===== src/rtl/toggle_state_table.sv =====
// toggle_state_table: multi-port per-ID toggle-bit table with XOR-merged toggles, rate-limited bulk clear and registered popcount.
// Optional same-cycle read forwarding of accepted toggles: define TOGGLE_STATE_TABLE_BYPASS_EN.
module toggle_state_table #(
  parameter int unsigned DEPTH            = 8,
  parameter int unsigned NUM_TOGGLE_PORTS = 2,
  parameter int unsigned NUM_READ_PORTS   = 3,
  parameter int unsigned CLEAR_PER_CYCLE  = 2,
  localparam int unsigned ID_W            = $clog2(DEPTH),
  localparam int unsigned CNT_W           = $clog2(DEPTH + 1)
) (
  input  logic                                   clk,
  input  logic                                   rst,
  input  logic [NUM_TOGGLE_PORTS-1:0]            toggle,
  input  logic [NUM_TOGGLE_PORTS-1:0][ID_W-1:0]  toggle_id,
  output logic                                   toggle_ready,
  input  logic                                   clear_req,
  output logic                                   clear_busy,
  output logic                                   clear_done,
  input  logic [NUM_READ_PORTS-1:0][ID_W-1:0]    read_id,
  output logic [NUM_READ_PORTS-1:0]              read_data,
  output logic [CNT_W-1:0]                       set_count
);

  localparam logic [1:0] ST_IDLE  = 2'd0;
  localparam logic [1:0] ST_CLEAR = 2'd1;
  localparam logic [1:0] ST_DONE  = 2'd2;

  localparam int unsigned     GRP_SHIFT = $clog2(CLEAR_PER_CYCLE);
  localparam logic [ID_W-1:0] PTR_STEP  = ID_W'(CLEAR_PER_CYCLE);
  localparam logic [ID_W-1:0] LAST_PTR  = ID_W'(DEPTH - CLEAR_PER_CYCLE);

  logic [1:0]                  state_q, state_d;
  logic [ID_W-1:0]             sweep_ptr_q, sweep_ptr_d;
  logic [DEPTH-1:0]            entry_q, entry_d;
  logic [CNT_W-1:0]            set_count_q, set_count_d;
  logic [NUM_TOGGLE_PORTS-1:0] accepted;
  logic [DEPTH-1:0]            flip;
  logic [DEPTH-1:0]            sweep_mask;
  logic [CNT_W-1:0]            rises, falls;

  assign toggle_ready = (state_q == ST_IDLE);
  assign clear_busy   = (state_q == ST_CLEAR);
  assign clear_done   = (state_q == ST_DONE);
  assign set_count    = set_count_q;
  assign accepted     = toggle & {NUM_TOGGLE_PORTS{toggle_ready}};

  // Per-entry parity of accepted toggles: an even number of hits cancels out.
  always_comb begin
    flip = '0;
    for (int unsigned i = 0; i < DEPTH; i++) begin
      for (int unsigned p = 0; p < NUM_TOGGLE_PORTS; p++) begin
        flip[i] = flip[i] ^ (accepted[p] && (toggle_id[p] == ID_W'(i)));
      end
    end
  end

  // sweep_ptr is always group-aligned, so group membership is a compare of the upper ID bits.
  always_comb begin
    sweep_mask = '0;
    for (int unsigned i = 0; i < DEPTH; i++) begin
      sweep_mask[i] = ((ID_W'(i) >> GRP_SHIFT) == (sweep_ptr_q >> GRP_SHIFT));
    end
  end

  always_comb begin
    state_d     = state_q;
    sweep_ptr_d = sweep_ptr_q;
    entry_d     = entry_q;
    case (state_q)
      ST_IDLE: begin
        entry_d = entry_q ^ flip;
        if (clear_req) begin
          state_d     = ST_CLEAR;
          sweep_ptr_d = '0;
        end
      end
      ST_CLEAR: begin
        entry_d     = entry_q & ~sweep_mask;
        sweep_ptr_d = sweep_ptr_q + PTR_STEP;
        if (sweep_ptr_q == LAST_PTR) begin
          state_d = ST_DONE;
        end
      end
      ST_DONE: begin
        state_d = ST_IDLE;
      end
      default: begin
        state_d = ST_IDLE;
      end
    endcase
  end

  // Modular add-then-subtract is exact because the true result never exceeds DEPTH.
  always_comb begin
    rises = '0;
    falls = '0;
    for (int unsigned i = 0; i < DEPTH; i++) begin
      rises = rises + CNT_W'(~entry_q[i] & entry_d[i]);
      falls = falls + CNT_W'(entry_q[i] & ~entry_d[i]);
    end
    set_count_d = set_count_q + rises - falls;
  end

  always_comb begin
    read_data = '0;
    for (int unsigned r = 0; r < NUM_READ_PORTS; r++) begin
`ifdef TOGGLE_STATE_TABLE_BYPASS_EN
      read_data[r] = entry_q[read_id[r]] ^ flip[read_id[r]];
`else
      read_data[r] = entry_q[read_id[r]];
`endif
    end
  end

  always_ff @(posedge clk or negedge rst) begin
    if (!rst) begin
      state_q     <= ST_IDLE;
      sweep_ptr_q <= '0;
      entry_q     <= '0;
      set_count_q <= '0;
    end else begin
      state_q     <= state_d;
      sweep_ptr_q <= sweep_ptr_d;
      entry_q     <= entry_d;
      set_count_q <= set_count_d;
    end
  end

endmodule


===== config.mk =====
export PLATFORM = sky130hd
export DESIGN_NAME = toggle_state_table
export DESIGN_NICKNAME = d
export VERILOG_FILES = /design/src/rtl/toggle_state_table.sv
export SDC_FILE = /design/constraint.sdc
export NUM_CORES = 1
export LEC_CHECK = 0
export CAP_MARGIN = 20
export CORE_AREA = 2 2 79 81
export DETAILED_ROUTE_END_ITERATION = 10
export DIE_AREA = 0 0 81 83
export DONT_BUFFER_PORTS = 1
export GPL_TIMING_DRIVEN = 1
export PLACE_DENSITY = 0.55
export SYNTH_ARGS = -nofsm -noshare
export SYNTH_HDL_FRONTEND = slang
export SYNTH_SLANG_ARGS = --single-unit

===== constraint.sdc =====
create_clock -name clk -period 4.7 [get_ports clk]
set_clock_uncertainty 0.1 [all_clocks]
set_input_delay 1.175 -clock clk [delete_from_list [all_inputs] [get_ports clk]]
set_output_delay 1.175 -clock clk [all_outputs]
set_load 0.1 [all_outputs]

# Yosys cells after proc, flatten, opt, wreduce, memory -nomap -nowiden

Cells that the tools add are included.
W data, S select, Z words.

Word-level logic and storage cells: 125
Bits of input ports: 20
Output and inout bits: 10
Register bits after elaboration: 17

Equal/unequal tests: 22
Order comparisons: 3
$add $sub $neg: 17
Mux-type cells: 12
Bitwise gates (word level): 44
Reductions and logical operators: 23

Operators by type and width:

| kind                  | count |
|---|---|
| $not A1 Y4            | 16 |
| $add A4 B4 Y4         | 15 |
| $and A1 B4 Y4         | 8 |
| $and A4 B1 Y4         | 8 |
| $eq A3 B3 Y1 const B  | 9 |
| $logic_and A1 B1 Y1   | 16 |
| $pmux W8 S2           | 1 |
| $eq A3 B2 Y1 const B  | 4 |
| $lt A3 B4 Y1 const B  | 3 |
| $bmux W1 S3           | 3 |
| $logic_not A3 Y1      | 3 |
| $and A8 B8 Y8         | 1 |
| $not A8 Y8            | 1 |
| $xor A1 B1 Y1         | 8 |
| $xor A8 B8 Y8         | 1 |
| $eq A3 B1 Y1 const B  | 2 |
| $pmux W3 S2           | 1 |
| $eq A2 B2 Y1 const A  | 2 |
| $mux W2               | 2 |
| $ne A2 B1 Y1 const B  | 2 |
| $pmux W2 S2           | 1 |
| $reduce_and A2 Y1     | 2 |
| $sub A4 B4 Y4         | 1 |
| $add A3 B2 Y3 const B | 1 |
| 8 further kinds       | 10 |

# Depth between registers and ports, before layout

Depth after elaboration: 16
Mapped depth: 17
Gate-level depth less buffers: 17

# Worst setup path after synthesis

OpenSTA, ideal clock, no wires.

Kind: input -> register
Start point: in toggle_id[2] (netlist bit)
End point: reg set_count_q[3], in the netlist set_count[3]
Path buffers: 0
Cell stages on the path: 16
Slack: -0.825 ns
Setup time: 0.080 ns
Required time: 4.520 ns
Arrival: 5.345 ns
Path through: nor4b_2 > nand2_1 > xor2_1 > o211a_1 > fa_1 > fa_1 > inv_1 > fa_1 > inv_1 > fa_1 > fa_1 > inv_1 > ha_1 > fa_1 > xnor2_1 > xnor2_1

Longest elaborated chain between the ends: 15
Elaborated cells between the ends (all ways): 66
Classes of those cells: 16 x add/sub; 7 x eq/ne; 1 x mux; 33 x bitwise; 9 x reduce/logical

RTL lines:

| item                                                    | RTL line | RTL |
|---|---|---|
| start: declaration                                      | 14       | `input logic [NUM_TOGGLE_PORTS-1:0][ID_W-1:0] toggle_id,` |
| $eq A3 B1 Y1 / $logic_not A3 Y1 (equally long branches) | 52       | `flip[i] = flip[i] ^ (accepted[p] && (toggle_id[p] == ID_W'(i)));` |
| $logic_and A1 B1 Y1                                     | 52       |  |
| $xor A1 B1 Y1                                           | 52       |  |
| $xor A8 B8 Y8 (*)                                       | 71       | `entry_d = entry_q ^ flip;` |
| $pmux W8 S2 (*)                                         | 69       | `case (state_q)` |
| $and A4 B1 Y4 / $not A1 Y4 (equally long branches)      | 98, 99   |  |
| $add A4 B4 Y4 / $and A1 B4 Y4 (equally long branches)   | 98, 99   |  |
| $add A4 B4 Y4 (on tied branches) (6 in series)          | 98, 99   |  |
| $add A4 B4 Y4 (on tied branches)                        | 101, 99  |  |
| $sub A4 B4 Y4 (*)                                       | 101      | `set_count_d = set_count_q + rises - falls;` |
| named net set_count_d[3]                                | 35       | `logic [CNT_W-1:0] set_count_q, set_count_d;` |
| end signal: assignment                                  | 125      | `set_count_q <= set_count_d;` |
| end: declaration                                        | 35       |  |

Mark *: on every way through the listed nets, which the timed path passes. The rest lies on a longest branch.
A chain may end at the register's enable or synchronous reset.

# Final worst setup path

Start point: in toggle_id[5] (netlist bit)
End point: reg set_count_q[3], in the netlist set_count[3]

The elaborated chain is that of the path after synthesis.

==> metrics.yaml <==
dp_hpwl_um: 3190
outcome: "complete, but fails checks"
post-place-cells: 255
die_w_um: 81
vias: 1401
crit_type: "in2reg"
core-area_um2: 5820
drtIter0Drc: 25
yosys_warnings: 0
startpoint_type: "primary input"
yosysTopAreaCell: "dfrtp_1"
ant_nets: 0
final.period_utilization_pct: 108
drt-wirelength-per-cell_um: 15.9
finalSetupViolCount: 3
die_h_um: 83
synth.net_count: 198
cts_made_buffers: 3
grt_max_degree: 21
finalWirelength_um: 4570
path_clk_slew_ns: 0.07
diodes: 0
synthDistinctLibCells: 34
viasPerCell: 4.86
layout-drive-gt1-share_pct: 43.7
clk_latency_ns: 0.25
cts_tree: "built"
finish.utilization_pct: 41.0
clock_sinks: 16
area_growth_syn_to_layout_pct: 38.1
fmax_mhz: 196
cp.arrival_ns: 5.13
ctsLongestPathBuffers: 2
antenna_found_initial: 0
tightest_slew_ns: 1.12
fin_crit_ns: 5.10
drv_slew: 0
path_max_fanout: 3
first_pass_iters: 4
ios: 30
htreeDepth: 1
ys_ff_latch: 16
fin_setup_tns_ns: -0.979
rsz0062_at_grt: "yes"
final_cells: 288
synthTopCellsByArea: "dfrtp_1 (23%), fa_1 (15%), xnor3_1 (9.1%)"
num_rows: 28
hold_violations: 0
holdCritPathClass: "reg2reg"
io_buffers: 0
avgSynthCellArea_um2: 10.9
final_nets: 254
place.gp.congestion: 0.757
drc: 0
drv_cap: 0
postSynthCellCount: 158
grt.total_usage_pct: 14.5
fin_ws_ns: -0.399
syn-cell-area_um2: 1730
overflow: 0
required_ns: 4.74
cp-end-kind: "flop"
violations: "negative setup slack"
cts_root_buffer: "clkbuf_8"
grt_pass1_wl_um: 7470
die-area_um2: 6720
initial_utilization_pct: 29.7
ys_seq_area_share_pct: 23.2
relSlewSlack_pct: 25.5
grt_pass1_vias: 1502
synth_top_area_share_pct: 23.2
## synth_stat cells
cell,instances
a211oi_1,2
a21oi_1,1
a221o_1,1
a221oi_1,1
a22o_1,1
a311o_1,1
and2_1,2
and2_4,1
and3_1,3
and4bb_2,2
buf_6,2
clkbuf_1,1
dfrtp_1,16
fa_1,13
ha_1,7
inv_1,22
mux2_2,4
mux4_2,6
nand2_1,20
nand2b_1,1
nor2_1,6
nor2b_1,7
nor4b_1,1
nor4b_2,1
o2111a_1,1
o2111ai_1,1
o211a_1,5
o21a_1,2
o21ai_0,5
o22ai_1,4
or4b_4,1
xnor2_1,4
xnor3_1,7
xor2_1,6
## critical path: stages
cell and delay (ns):
nor4b_4 0.27, nand2_1 0.18, xor2_2 0.21, o211a_1 0.23
fa_1 0.47, fa_1 0.48, inv_1 0.05, fa_1 0.50
inv_1 0.05, fa_1 0.52, fa_2 0.19, inv_2 0.04
ha_4 0.14, fa_2 0.34, xnor2_2 0.14, xnor2_1 0.13
## through the flow
step / hold slack (ns) / instance area (µm²) / setup slack, ns
final: 0.476 / 2380 / -0.399
after global routing: 0.485 / 2380 / -0.529
after CTS: 0.485 / 2350 / -0.433
after detailed placement: 0.468 / 2020 / -0.726
after global placement: 0.458 / 2020 / -0.714
after floorplan: 0.417 / 1760 / -0.558
## worst paths after layout
path	from	to	slack (ns)	cells past startpoint
setup / recovery	toggle_id[5]	set_count[3]	-0.40	16
hold / removal	sweep_ptr_q[2]	sweep_ptr_q[2]	0.48	1
setup reg to reg	state_q[1]	set_count[3]	-0.16	17
hold reg to reg	sweep_ptr_q[2]	sweep_ptr_q[2]	0.48	1
max in group asynchronous	rst	entry_q[0]	3.92	0
min in group asynchronous	rst	entry_q[7]	0.51	0
## cells in the final DEF, fill, tap and decap left out, drive strengths merged, types with 4 or more instances in the layout
master  instances
buf            54
inv            22
nand2          20
dfrtp          16
fa             13
xnor3           7
nor2b           7
ha              7
mux4            6
nor2            6
xor2            6
o21ai           5
o211a           5
o22ai           4
mux2            4
clkbuf          4
xnor2           4
## what timing repair did
action                                  in CTS  in global routing
pin swaps                                   12                  5
resized for setup                           15                  8
endpoints found under the setup margin       3                  5
hold buffers                                 0                  0
buffers inserted                            28                  1
## final cells by class
cell class,count,area [µm²]
fillers,561,3430
flip-flops and latches,16,400
repair buffers,54,435
inverters,22,82.6
multi-input cells,117,1320
clock buffers,4,55.1
well taps,75,93.8
## kinds of logic (layout without fill, tap and decap cells)
kind of cell | after synthesis | after routing | share of synthesized area, %
buffers and inverters | 25 | 80 | 6.31
xor gates and xnor gates | 17 | 17 | 14.2
DFF | 16 | 16 | 23.2
AOI/OAI and AO/OA | 25 | 25 | 11.2
muxes | 10 | 10 | 10.4
adders and majority gates | 20 | 20 | 20.2
and+or+nand+nor | 45 | 45 | 14.5
## routing by layer
metal	vias to the layer above	GRT usage (%)	share of wire (%)
met5	-	0	0
met4	0	4.31	2.9
met3	10	2.93	4.6
met2	34	23.7	49
met1	701	19.1	44
li1	656	-	-
## sequential cells by signal, indices dropped and copies added, names as in the netlist
register / cells
entry_q: 8
set_count: 4
state_q: 2
sweep_ptr_q: 2
Power is not shown: default switching activity piles up to over one toggle a cycle in this logic, so the estimate is an artifact.
